==> src/rtl/mult_arb_pkg.sv <==
// Shared types and helpers for the round-robin multiplier arbiter.
// The optional watchdog is enabled by the macro MULT_ARBITER_TIMEOUT_EN.
package mult_arb_pkg;

  typedef enum logic [1:0] {
    IDLE  = 2'd0,
    START = 2'd1,
    WAIT  = 2'd2,
    DONE  = 2'd3
  } state_e;

  localparam int unsigned TIMEOUT_DEFAULT = 64;

  // Pointer width: enough bits to index NREQ requesters, never less than one.
  function automatic int unsigned ptr_width(input int unsigned nreq);
    return (nreq <= 1) ? 1 : $clog2(nreq);
  endfunction

endpackage

==> src/rtl/mult_arbiter_rr_picker.sv <==
// Combinational round-robin picker: first set request at or after ptr, wrapping.
module rr_picker
  import mult_arb_pkg::*;
#(
  parameter int unsigned NREQ = 4,
  parameter int unsigned PW   = ptr_width(NREQ)
) (
  input  logic [NREQ-1:0] req,
  input  logic [PW-1:0]   ptr,
  output logic [PW-1:0]   winner_c,
  output logic            any_c
);

  logic [PW-1:0] idx_c;

  always_comb begin
    winner_c = '0;
    any_c    = 1'b0;
    idx_c    = '0;
    for (int unsigned i = 0; i < NREQ; i++) begin
      idx_c = PW'((32'(ptr) + i) % NREQ);
      if (!any_c && req[idx_c]) begin
        winner_c = idx_c;
        any_c    = 1'b1;
      end
    end
  end

endmodule

==> src/rtl/mult_arbiter.sv <==
// Round-robin arbiter sharing one start/ready multiplier between NREQ clients.
// Define MULT_ARBITER_TIMEOUT_EN to add a WAIT watchdog that aborts with err.
module mult_arbiter
  import mult_arb_pkg::*;
#(
  parameter int unsigned n       = 4,
  parameter int unsigned NREQ    = 4,
  parameter int unsigned TIMEOUT = TIMEOUT_DEFAULT
) (
  input  logic              clock,
  input  logic              nreset,
  input  logic [NREQ-1:0]   req,
  input  logic [NREQ*n-1:0] a,
  input  logic [NREQ*n-1:0] b,
  output logic [NREQ-1:0]   gnt,
  output logic [NREQ-1:0]   done,
  output logic [2*n-1:0]    result,
  output logic              err,
  output logic              m_start,
  output logic [n-1:0]      m_a,
  output logic [n-1:0]      m_b,
  input  logic              m_ready,
  input  logic [2*n-1:0]    m_product
);

  localparam int unsigned PW = ptr_width(NREQ);

  localparam logic [1:0] S_IDLE  = IDLE;
  localparam logic [1:0] S_START = START;
  localparam logic [1:0] S_WAIT  = WAIT;
  localparam logic [1:0] S_DONE  = DONE;

  logic [1:0]      state, state_d;
  logic [PW-1:0]   ptr, ptr_d, w, w_d, win_c;
  logic            any_c;
  logic [n-1:0]    ma_d, mb_d;
  logic [NREQ-1:0] gnt_d, done_d, w_onehot_c;
  logic [2*n-1:0]  result_d;
  logic            start_d, rdyq_d, m_ready_q;
  logic            low_seen, low_d;
  logic            complete_c, timeout_c;
  logic [n-1:0]    a_arr [NREQ];
  logic [n-1:0]    b_arr [NREQ];

  for (genvar gi = 0; gi < NREQ; gi++) begin : g_ops
    assign a_arr[gi] = a[gi*n +: n];
    assign b_arr[gi] = b[gi*n +: n];
  end

  rr_picker #(.NREQ(NREQ), .PW(PW)) u_pick (
    .req      (req),
    .ptr      (ptr),
    .winner_c (win_c),
    .any_c    (any_c)
  );

  assign w_onehot_c = NREQ'(1) << w;
  // A stale high ready is not a completion: a low must be sampled in WAIT first.
  assign complete_c = m_ready & ~m_ready_q & low_seen;

  // Next-state and registered-output values
  always_comb begin
    state_d  = state;
    ptr_d    = ptr;
    w_d      = w;
    ma_d     = m_a;
    mb_d     = m_b;
    gnt_d    = '0;
    done_d   = '0;
    result_d = result;
    start_d  = 1'b0;
    rdyq_d   = m_ready_q;
    low_d    = low_seen;
    case (state)
      S_IDLE: begin
        if (any_c) begin
          w_d     = win_c;
          ma_d    = a_arr[win_c];
          mb_d    = b_arr[win_c];
          gnt_d   = NREQ'(1) << win_c;
          start_d = 1'b1;
          state_d = S_START;
        end
      end
      S_START: begin
        rdyq_d  = 1'b0;
        low_d   = 1'b0;
        state_d = S_WAIT;
      end
      S_WAIT: begin
        rdyq_d = m_ready;
        if (!m_ready) low_d = 1'b1;
        if (complete_c) begin
          result_d = m_product;
          done_d   = w_onehot_c;
          state_d  = S_DONE;
        end else if (timeout_c) begin
          result_d = '0;
          done_d   = w_onehot_c;
          state_d  = S_DONE;
        end
      end
      S_DONE: begin
        ptr_d   = (w == PW'(NREQ - 1)) ? '0 : w + PW'(1);
        state_d = S_IDLE;
      end
      default: state_d = S_IDLE;
    endcase
  end

  always_ff @(posedge clock or negedge nreset) begin
    if (!nreset) begin
      state     <= S_IDLE;
      ptr       <= '0;
      w         <= '0;
      m_a       <= '0;
      m_b       <= '0;
      gnt       <= '0;
      done      <= '0;
      result    <= '0;
      m_start   <= 1'b0;
      m_ready_q <= 1'b0;
      low_seen  <= 1'b0;
    end else begin
      state     <= state_d;
      ptr       <= ptr_d;
      w         <= w_d;
      m_a       <= ma_d;
      m_b       <= mb_d;
      gnt       <= gnt_d;
      done      <= done_d;
      result    <= result_d;
      m_start   <= start_d;
      m_ready_q <= rdyq_d;
      low_seen  <= low_d;
    end
  end

`ifdef MULT_ARBITER_TIMEOUT_EN
  localparam int unsigned CW = $clog2(TIMEOUT + 1);

  logic [CW-1:0] wd_cnt;

  // Watchdog: counts WAIT cycles, expires on the TIMEOUT-th one
  assign timeout_c = (wd_cnt == CW'(TIMEOUT - 1));

  always_ff @(posedge clock or negedge nreset) begin
    if (!nreset) begin
      wd_cnt <= '0;
      err    <= 1'b0;
    end else begin
      if (state == S_START)     wd_cnt <= '0;
      else if (state == S_WAIT) wd_cnt <= wd_cnt + CW'(1);
      err <= (state == S_WAIT) && !complete_c && timeout_c;
    end
  end
`else
  logic unused_timeout;
  assign unused_timeout = ^32'(TIMEOUT);
  assign timeout_c      = 1'b0;
  assign err            = 1'b0;
`endif

endmodule

==> config.mk <==
export PLATFORM = sky130hd
export DESIGN_NAME = mult_arbiter
export DESIGN_NICKNAME = d
export VERILOG_FILES = /design/src/rtl/mult_arb_pkg.sv /design/src/rtl/mult_arbiter_rr_picker.sv /design/src/rtl/mult_arbiter.sv
export SDC_FILE = /design/constraint.sdc
export NUM_CORES = 1
export LEC_CHECK = 0
export CORE_AREA = 8 8 72 74
export DETAILED_ROUTE_END_ITERATION = 8
export DIE_AREA = 0 0 80 82
export PLACE_DENSITY = 0.78
export SYNTH_ARGS = -nofsm -noshare
export SYNTH_HDL_FRONTEND = slang
export SYNTH_SLANG_ARGS = --single-unit
==> constraint.sdc <==
create_clock -name clock -period 1.8 [get_ports clock]
set_clock_uncertainty 0.1 [all_clocks]
set_input_delay 0.45 -clock clock [delete_from_list [all_inputs] [get_ports clock]]
set_output_delay 0.45 -clock clock [all_outputs]
set_load 0.005 [all_outputs]
# Yosys cells after proc, flatten, opt, wreduce, memory -nomap -nowiden
# Index checks and enable logic that the tools add are counted.
# W data, S select, Z words.
[word_totals]
ff_bits = 33
latchBits = 0
mem_bits_rw = 0
romBits = 0
elab_cells = 80
n_memories = 0
[classes]
add_sub_neg = 4
n_mul = 0
div = 0
n_lt_le_gt_ge = 5
eq_ne = 7
shifts = 2
muxes = 35
bitwise_logic = 4
n_reduce_logical = 12
[op_table]
columns = ["op", "n"]
rows = [
  ["$mux W4", 8],
  ["$bmux W4 S2", 2],
  ["$mux W2", 7],
  ["$lt A2 B3 Y1 const B", 4],
  ["$mux W1", 11],
  ["$bmux W1 S2", 4],
  ["$pmux W2 S4", 1],
  ["$reduce_and A2 Y1", 4],
  ["$shl A1 B2 Y4 const A", 2],
  ["$eq A2 B2 Y1 const B", 3],
  ["$ne A2 B2 Y1 const B", 3],
  ["$add A2 B1 Y2 const B", 2],
  ["$add A2 B2 Y2 const B", 2],
  ["$pmux W1 S2", 2],
  ["$ge A3 B3 Y1 const B", 1],
  ["$logic_and A1 B1 Y1", 3],
  ["$logic_not A1 Y1", 3],
  ["$not A2 Y3", 1],
  ["$and A1 B1 Y1", 2],
  ["$eq A2 B1 Y1 const B", 1],
  ["$logic_not A2 Y1", 1],
  ["$reduce_bool A2 Y1", 1],
  ["$not A1 Y1", 1],
]

# Longest topological paths before layout
# Gate-level depths: netlist of run 1.
[depth]
word_depth = 16
ltp_mapped = 7
ltp_nobuf = 7

# Cells and area by module
# From an unflattened synthesis of run 1, not the netlist that was laid out.
[hier_totals]
hier_cells = 139
hier_area_um2 = 1625.3
[by_module_without_submodules]
columns = ["module", "instances", "cells_per_inst", "area_per_inst_um2", "seq_area_each_um2"]
rows = [
  ["mult_arbiter", 1, 124, 1547.7, 825.8],
  ["rr_picker", 1, 15, 77.6, 0.0],
]

# Worst setup path after synthesis of run 1
# OpenSTA, ideal clock, no wires.
[synth_path]
path_kind = "input-to-reg"
start = "in req[3]"
end = "reg m_a[0]"
arrival_time_ps = 1401
required_ps = 1561
slack_ps = 160
cell_stages = 6
path_buffers = 1
cell_sequence = "nand2b_1 > a211o_2 > o21ai_1 > nand2b_1 > buf_2 > o221ai_1"
[synth_via]
elab_chain_cells = 16
word_cells_on_any_way = 27
[synth_rtl]
columns = ["element", "line_no", "source"]
rows = [
  ["start: declaration", "mult_arbiter.sv:12", "input logic [NREQ-1:0] req,"],
  ["$bmux W1 S2", "mult_arbiter_rr_picker.sv:22", "if (!any_c && req[idx_c]) begin"],
  ["$mux W1 (not written as such)", "mult_arbiter_rr_picker.sv:22", ""],
  ["$mux W1", "mult_arbiter_rr_picker.sv:22", ""],
  ["$logic_not A1 Y1", "mult_arbiter_rr_picker.sv:22", ""],
  ["$logic_and A1 B1 Y1", "mult_arbiter_rr_picker.sv:22", ""],
  ["$mux W1", "mult_arbiter_rr_picker.sv:22", ""],
  ["$logic_not A1 Y1", "mult_arbiter_rr_picker.sv:22", ""],
  ["$logic_and A1 B1 Y1", "mult_arbiter_rr_picker.sv:22", ""],
  ["$mux W1", "mult_arbiter_rr_picker.sv:22", ""],
  ["$logic_not A1 Y1", "mult_arbiter_rr_picker.sv:22", ""],
  ["$logic_and A1 B1 Y1", "mult_arbiter_rr_picker.sv:22", ""],
  ["$mux W2", "mult_arbiter_rr_picker.sv:22", ""],
  ["$not A2 Y3 (not written as such)", "mult_arbiter.sv:78", "ma_d = a_arr[win_c];"],
  ["$bmux W4 S2", "mult_arbiter.sv:78", ""],
  ["$mux W4 (not written as such) (2 in series)", "mult_arbiter.sv:78", ""],
  ["end signal: assignment", "mult_arbiter.sv:128", "m_a <= ma_d;"],
  ["end: declaration", "mult_arbiter.sv:20", "output logic [n-1:0] m_a,"],
]
# Several ways; a longest one is shown, not always the timed one. The select of a mux whose other input is x is not followed.
# A chain may end at the register's enable or synchronous reset.

# Worst setup path after layout of run 1
[layout_path]
start = "reg ptr[1]"
end = "reg m_a[3]"
[layout_via]
elab_chain_cells = 16
word_cells_on_any_way = 30
[layout_rtl]
columns = ["element", "line_no", "source"]
rows = [
  ["start: declaration", "mult_arbiter.sv:34", "logic [PW-1:0] ptr, ptr_d, w, w_d, win_c;"],
  ["start signal: assignment", "mult_arbiter.sv:126", "ptr <= ptr_d;"],
  ["branches (longest 16 deep; another with $add A2 B1 Y2)", "-", ""],
]
# Parallel ways; which one is timed is not known. The select of a mux whose other input is x is not followed.

==> results of run 1 <==
flip-flops by register name, indices dropped and copies added, names as in the netlist, 2 cells and up:
signal / cells
m_a: 4
result: 8
w: 2
m_b: 4
ptr: 2
state: 2
done: 4
gnt: 4
critical path, delay by kind of cell (launching register included):
family                 cells  cell delay, ns
and+or+nand+nor            2            0.28
muxes                      1            0.25
buffers and inverters      1            0.15
DFF                        1            0.45
AOI/OAI and AO/OA          2            0.36
metrics by stage:
stage	instances	hold WS (ns)	utilization, %	worst slack (ns)
2_1_floorplan	137	0.0544	-	0.160
3_3_place_gp	273	0.369	61.4	-0.406
3_5_place_dp	273	0.378	61.4	-0.528
4_1_cts	281	0.393	64.4	0.00939
5_1_grt	281	0.413	65.1	0.00215
6_report	281	0.391	65.1	0.0667
power groups by stage:
stage | Combinational, W | Clock [W] | Sequential, W
6_report | 0.00197 | 0.000715 | 0.00127
5_1_grt | 0.00214 | 0.000746 | 0.00131
4_1_cts | 0.00193 | 0.000727 | 0.00125
3_5_place_dp | 0.00190 | 0 | 0.00125
3_3_place_gp | 0.00184 | 0 | 0.00125
2_1_floorplan | 0.000889 | 0 | 0.00125
cell type report:
type / instances / area share [%]
tap: 52 / 2.41
clock buffer: 7 / 3.20
sequential: 33 / 30.7
timing repair buffer: 89 / 32.9
multi-input combinational: 91 / 28.6
inverter: 8 / 1.11
clock inverter: 1 / 1.11
timing repair:
item / 4_1_cts / 5_1_grt
resized for setup: 6 / 10
setup endpoints to repair: 13 / 8
buffers inserted: 0 / 0
cells by family after synthesis:
logic type	after synthesis
multiplexers	27
buffers and inverters	13
flip-flops	33
AO/OA/AOI/OAI	24
AND/OR/NAND/NOR	31
other	1
adder cells (fa/ha/maj)	8
cell usage after synthesis (2+ instances only):
cell and number:
o21ai_0 4, ha_1 8, mux2i_1 17, nand2_1 13, a21o_1 2, nand2b_1 4
buf_2 2, inv_1 8, a21oi_1 6, dfrtp_1 33, mux2_2 10, nor2_1 4
and2_1 4, o221ai_1 8
layer usage:
metal	global-route usage, %	part of all wire (%)
met1	15.2	37
met2	24.3	57
met3	2.84	4.3
met4	7.82	1.8
met5	0	0
cells in the final DEF, fill, tap and decap left out, drive strengths merged, types with 5 or more instances in the layout:
cell type,instances
clkdlybuf4s50,67
o21ai,5
mux2i,17
a21oi,6
o221ai,8
dfrtp,33
nand2,14
clkbuf,8
buf,18
ha,8
inv,8
mux2,10
worst paths after layout:
kind,from,to,slack (ns),cells past startpoint
hold reg to reg,m_b[3],m_b[3],0.39,2
setup reg to reg,ptr[1],m_a[3],0.07,6
hold / removal,m_b[3],m_b[3],0.39,2
min in group asynchronous,nreset,m_a[3],0.43,2
max in group asynchronous,nreset,ptr[1],0.98,2
setup / recovery,ptr[1],m_a[3],0.07,6
==> flow_summary.toml, run 1 <==
[status]
outcome = "complete, no violations"

[pwr]
combPwrFrac_pct = 49.9
power_density_nw_per_um2 = 1460
power_frac_clock_pct = 18.1
finalPower_w = 0.00395
switching_power_w = 0.00128
swShare_pct = 32.3
p_int_w = 0.00268
seq_power_share_pct = 32.1
max-vdd-ir-drop_v = 0.000544
leakagePower_nw = 1.24

[synth]
ys_types = 28
synthXorXnorAreaFrac_pct = 0
synth.area.mux_share_pct = 17.5
yosysTopAreaCellShare_pct = 51.1
synth_warnings = 0
synth_top_family_by_area = "multiplexers"
async_flop_share_pct = 100
ys_seq_elements = 33
synth_area_um2 = 1620
syn_nets = 192
synth-adder-area-share_pct = 6.19
synth-simple-area-share_pct = 9.67
synth_compound_area_share_pct = 11.5
synthCells = 137
synth_edf_count = 0
syn_area_per_cell_um2 = 11.8
synth_area_leaders = "dfrtp_1 (51%), mux2i_1 (11%), mux2_2 (7.0%)"
yosysSeqAreaShare_pct = 51.1
synth-main-ff-cell = "dfrtp_1"
synth_top_cell_by_area = "dfrtp_1"

[worst_hold_path]
hold_path.class = "reg2reg"

[worst_setup_path]
cp-end-kind = "register"
arrival_ns = 1.78
startpoint_type = "register"
path_max_fanout = 5
max_stage_delay_ns = 0.45
path_class = "reg2reg"
critPathRequiredTime_ns = 1.85
cp_slowest_cell = "dfrtp_2"
path_cells = "nand2b_1, a21o_1, nand2_4, buf_4, mux2i_2, o221ai_2"

[placed_design]
port_buffers = 71
placed_cell_area_um2 = 2540
gp_congestion = 0.803
dp_hpwl_um = 3660

[routing]
drt-total-wl_um = 4670
drt_iter0_drc = 63
drtAntennaViolNets = 0
drc = 0
via_per_inst = 4.95
vias = 1392
wire_per_inst_um = 16.6
drt-pass1-iter-count = 4

[cells_and_area]
final_nets = 283
regArea_um2 = 828
multi_input_area_um2 = 772
area_delta_synth_final_pct = 67.0
num-fill-cells = 311
design_area_um2 = 2700
final_layout_size_suffix_gt1_share_pct = 21.0
insertedDiodeCount = 0

[clock_tree]
cts.sinks = 33
cts_root_buf = "clkbuf_8"
cts_tree = "built"
cts.clk_slew.worst_paths_ns = 0.07
htree_levels = 2
cts_buffer_depth = 2
clk_latency_ns = 0.28
cts_buffers = 5
hold_buffers = 0

[timing]
rsz0062_at_grt = "false"
slew_violations = 0
fin_crit_sh_pct = 96.3
setup_viol = 0
hold_violations = 0
max_freq_mhz = 577
fin_setup_tns_ns = 0
fin_crit_ns = 1.73

[floorplan]
fp.dieArea_um2 = 6560
start_util_pct = 39.0
coreArea_um2 = 4140
die_w_um = 80
die_y_um = 82
num_rows = 24
boundaryPins = 73

[grt]
gr-total-overflow = 0
grt_pass1_wl_um = 6970
grtUsageTotal_pct = 13.8
first_global_vias = 1436
antenna_found_initial = 0
grt_max_degree = 34

[flow_run]
maxCapViolCount = 0
No activity file was read; power rests on OpenSTA's default activity.
==> run 2, diff against run 1 <==
- SYNTH_HIERARCHICAL: default -> 1
==> run 2 against run 1 <==
Synthesized cell count is 1.5% higher. Fmax shrank 1.2%. Non-clock buffer count down 4. Highest routed layer unchanged. Sequential power shrank 3%.
==> flow_summary.toml, run 2 <==
[grt]
grt_pass1_wl_um = 6540
antenna_found_initial = 0
first_global_vias = 1383
grt_max_degree = 34
grtUsageTotal_pct = 12.8
gr-total-overflow = 0

[pwr]
switching_power_w = 0.00123
swShare_pct = 32.5
max-vdd-ir-drop_v = 0.000531
power_frac_clock_pct = 14.3
leakagePower_nw = 1.27
power_density_nw_per_um2 = 1410
p_int_w = 0.00256
combPwrFrac_pct = 53.3
seq_power_share_pct = 32.4

[synth]
syn_area_per_cell_um2 = 11.7
ys_seq_elements = 33
async_flop_share_pct = 100
ys_types = 25
yosysSeqAreaShare_pct = 50.8
synth_area_leaders = "dfrtp_1 (51%), mux2i_1 (10%), ha_1 (6.9%)"
synth_top_cell_by_area = "dfrtp_1"
synth_common_cells = "dfrtp_1 (33), mux2i_1 (17), nand2_1 (12), inv_1 (11)"
synth.most_common_cell = "dfrtp_1"
yosysTopAreaCellShare_pct = 50.8
syn_nets = 195
synth_warnings = 6
synth_edf_count = 0
synthCells = 139
synth-main-ff-cell = "dfrtp_1"
synth_area_um2 = 1630

[routing]
drt_iter0_drc = 54
wire_per_inst_um = 15.4
drc = 0
vias = 1355
drtAntennaViolNets = 0
drt-pass1-iter-count = 4
drt-total-wl_um = 4270
via_per_inst = 4.87

[timing]
slew_violations = 0
holdWs_ns = 0.394
hold_violations = 0
fin_crit_sh_pct = 97.5
fin_setup_tns_ns = 0
setup_viol = 0
max_freq_mhz = 570
fin_crit_ns = 1.75
rsz0062_at_grt = "false"

[floorplan]
die_w_um = 80
die_y_um = 82
boundaryPins = 73
fp.dieArea_um2 = 6560
start_util_pct = 39.2
num_rows = 24
coreArea_um2 = 4140

[worst_setup_path]
path_max_fanout = 4
crit_path_start = "req[0]"
path_cells = "dlygate4sd2_1, a21oi_2, o21ai_1, a21oi_2, buf_6, clkbuf_16, mux2i_1, o221ai_1"
r2r-start = "ptr[1]"
r2r_cells = 7
cp_num_buf_inv = 3
path_class = "in2reg"
critPathRequiredTime_ns = 1.84
arrival_ns = 1.79
startpoint_type = "input pin"
r2r_slack_ns = 0.06
cp-end-kind = "register"
cp.depth = 8
cp_common_cell = "a21oi_2"
path_delay_family = "compound AO/OA/AOI/OAI gates"
r2r-end = "m_b[2]"
max_stage_delay_ns = 0.28
cp_slowest_cell = "dlygate4sd2_1"

[worst_hold_path]
hold_depth = 1
hold_path.class = "reg2reg"
whs_endpoint = "result[5]"
min_from = "result[5]"

[flow_run]
maxCapViolCount = 0

[cells_and_area]
stdcell_count = 278
final_common_cell = "clkdlybuf4s50_1"
final_nets = 282
design_area_um2 = 2690
largest_reg_flops = 8
area_delta_synth_final_pct = 65.7
registers.top_by_ff_count = "result"
insertedDiodeCount = 0
mostFrequentLayoutCells = "clkdlybuf4s50_1 (67), dfrtp_1 (32), inv_1 (11), nand2_1 (11), mux2i_1 (11)"
final_layout_size_suffix_gt1_share_pct = 20.4

[clock_tree]
cts.sinks = 33
hold_buffers = 0
clk_latency_ns = 0.27
cts_root_buf = "clkbuf_8"
htree_levels = 2
cts.clk_slew.worst_paths_ns = 0.06
cts_buffer_depth = 2
cts_tree = "built"
cts_buffers = 5

[placed_design]
gp_congestion = 0.748
placed_cell_area_um2 = 2460
port_buffers = 71
dp_hpwl_um = 3130
dp.cells = 266

[status]
outcome = "complete, no violations"
run 2: worst max-delay path by stage:
stage,to
2_1_floorplan,m_a[0]
3_3_place_gp,m_a[1]
3_5_place_dp,m_b[2]
4_1_cts,m_b[2]
5_1_grt,state[0]
6_report,m_b[2]
run 2: layer usage:
| layer | global-route usage, % | wire length (um) | vias up |
|---|---|---|---|
| met5 | 0 | 0 | - |
| met3 | 6.24 | 461 | 7 |
| met4 | 3.82 | 45 | 0 |
| li1 | - | - | 657 |
| met1 | 15.4 | 1710 | 632 |
| met2 | 19.7 | 2050 | 59 |
run 2: metrics by stage:
step | utilization [%] | setup slack, ns | total power, W
2_1_floorplan | - | 0.169 | 0.00211
3_3_place_gp | 59.5 | -0.439 | 0.00295
3_5_place_dp | 59.5 | -0.530 | 0.00301
4_1_cts | 62.9 | 0.00819 | 0.00369
5_1_grt | 65.0 | 0.00113 | 0.00406
6_report | 65.0 | 0.0457 | 0.00379
run 2: cell type report:
class                   instances  area (um^2)
well taps                      52         65.1
multi-input cells              88          785
clock buffers                   7         86.3
inverters                      13         48.8
repair buffers                 85          882
flip-flops and latches         33          827
fillers                       341         1450
run 2: kinds of logic after synthesis:
| group | synth area share [%] |
|---|---|
| buffers and inverters | 5.08 |
| DFF | 50.8 |
| adders and majority gates | 6.93 |
| AOI/OAI and AO/OA | 8.85 |
| and+or+nand+nor | 9.08 |
| muxes | 19.0 |
| other | 0.231 |
run 2: repair_timing:
action | 4_1_cts | 5_1_grt
cloned | 1 | 1
resized for setup | 7 | 14
setup buffers | 1 | 2
setup endpoints to repair | 12 | 8
pin swaps | 2 | 4
run 2: power groups by stage:
stage	combinational (W)	clock [W]	sequential (W)
after floorplan	0.000888	0	0.00122
after global placement	0.00173	0	0.00122
after detailed placement	0.00178	0	0.00123
after CTS	0.00190	0.000559	0.00123
after global routing	0.00219	0.000595	0.00127
final	0.00202	0.000543	0.00123
==> run 3, diff against run 2 <==
- SKIP_LAST_GASP: default -> 1
==> results of run 3 <==
Final layout, timing and power as in run 2 (identical DEF).
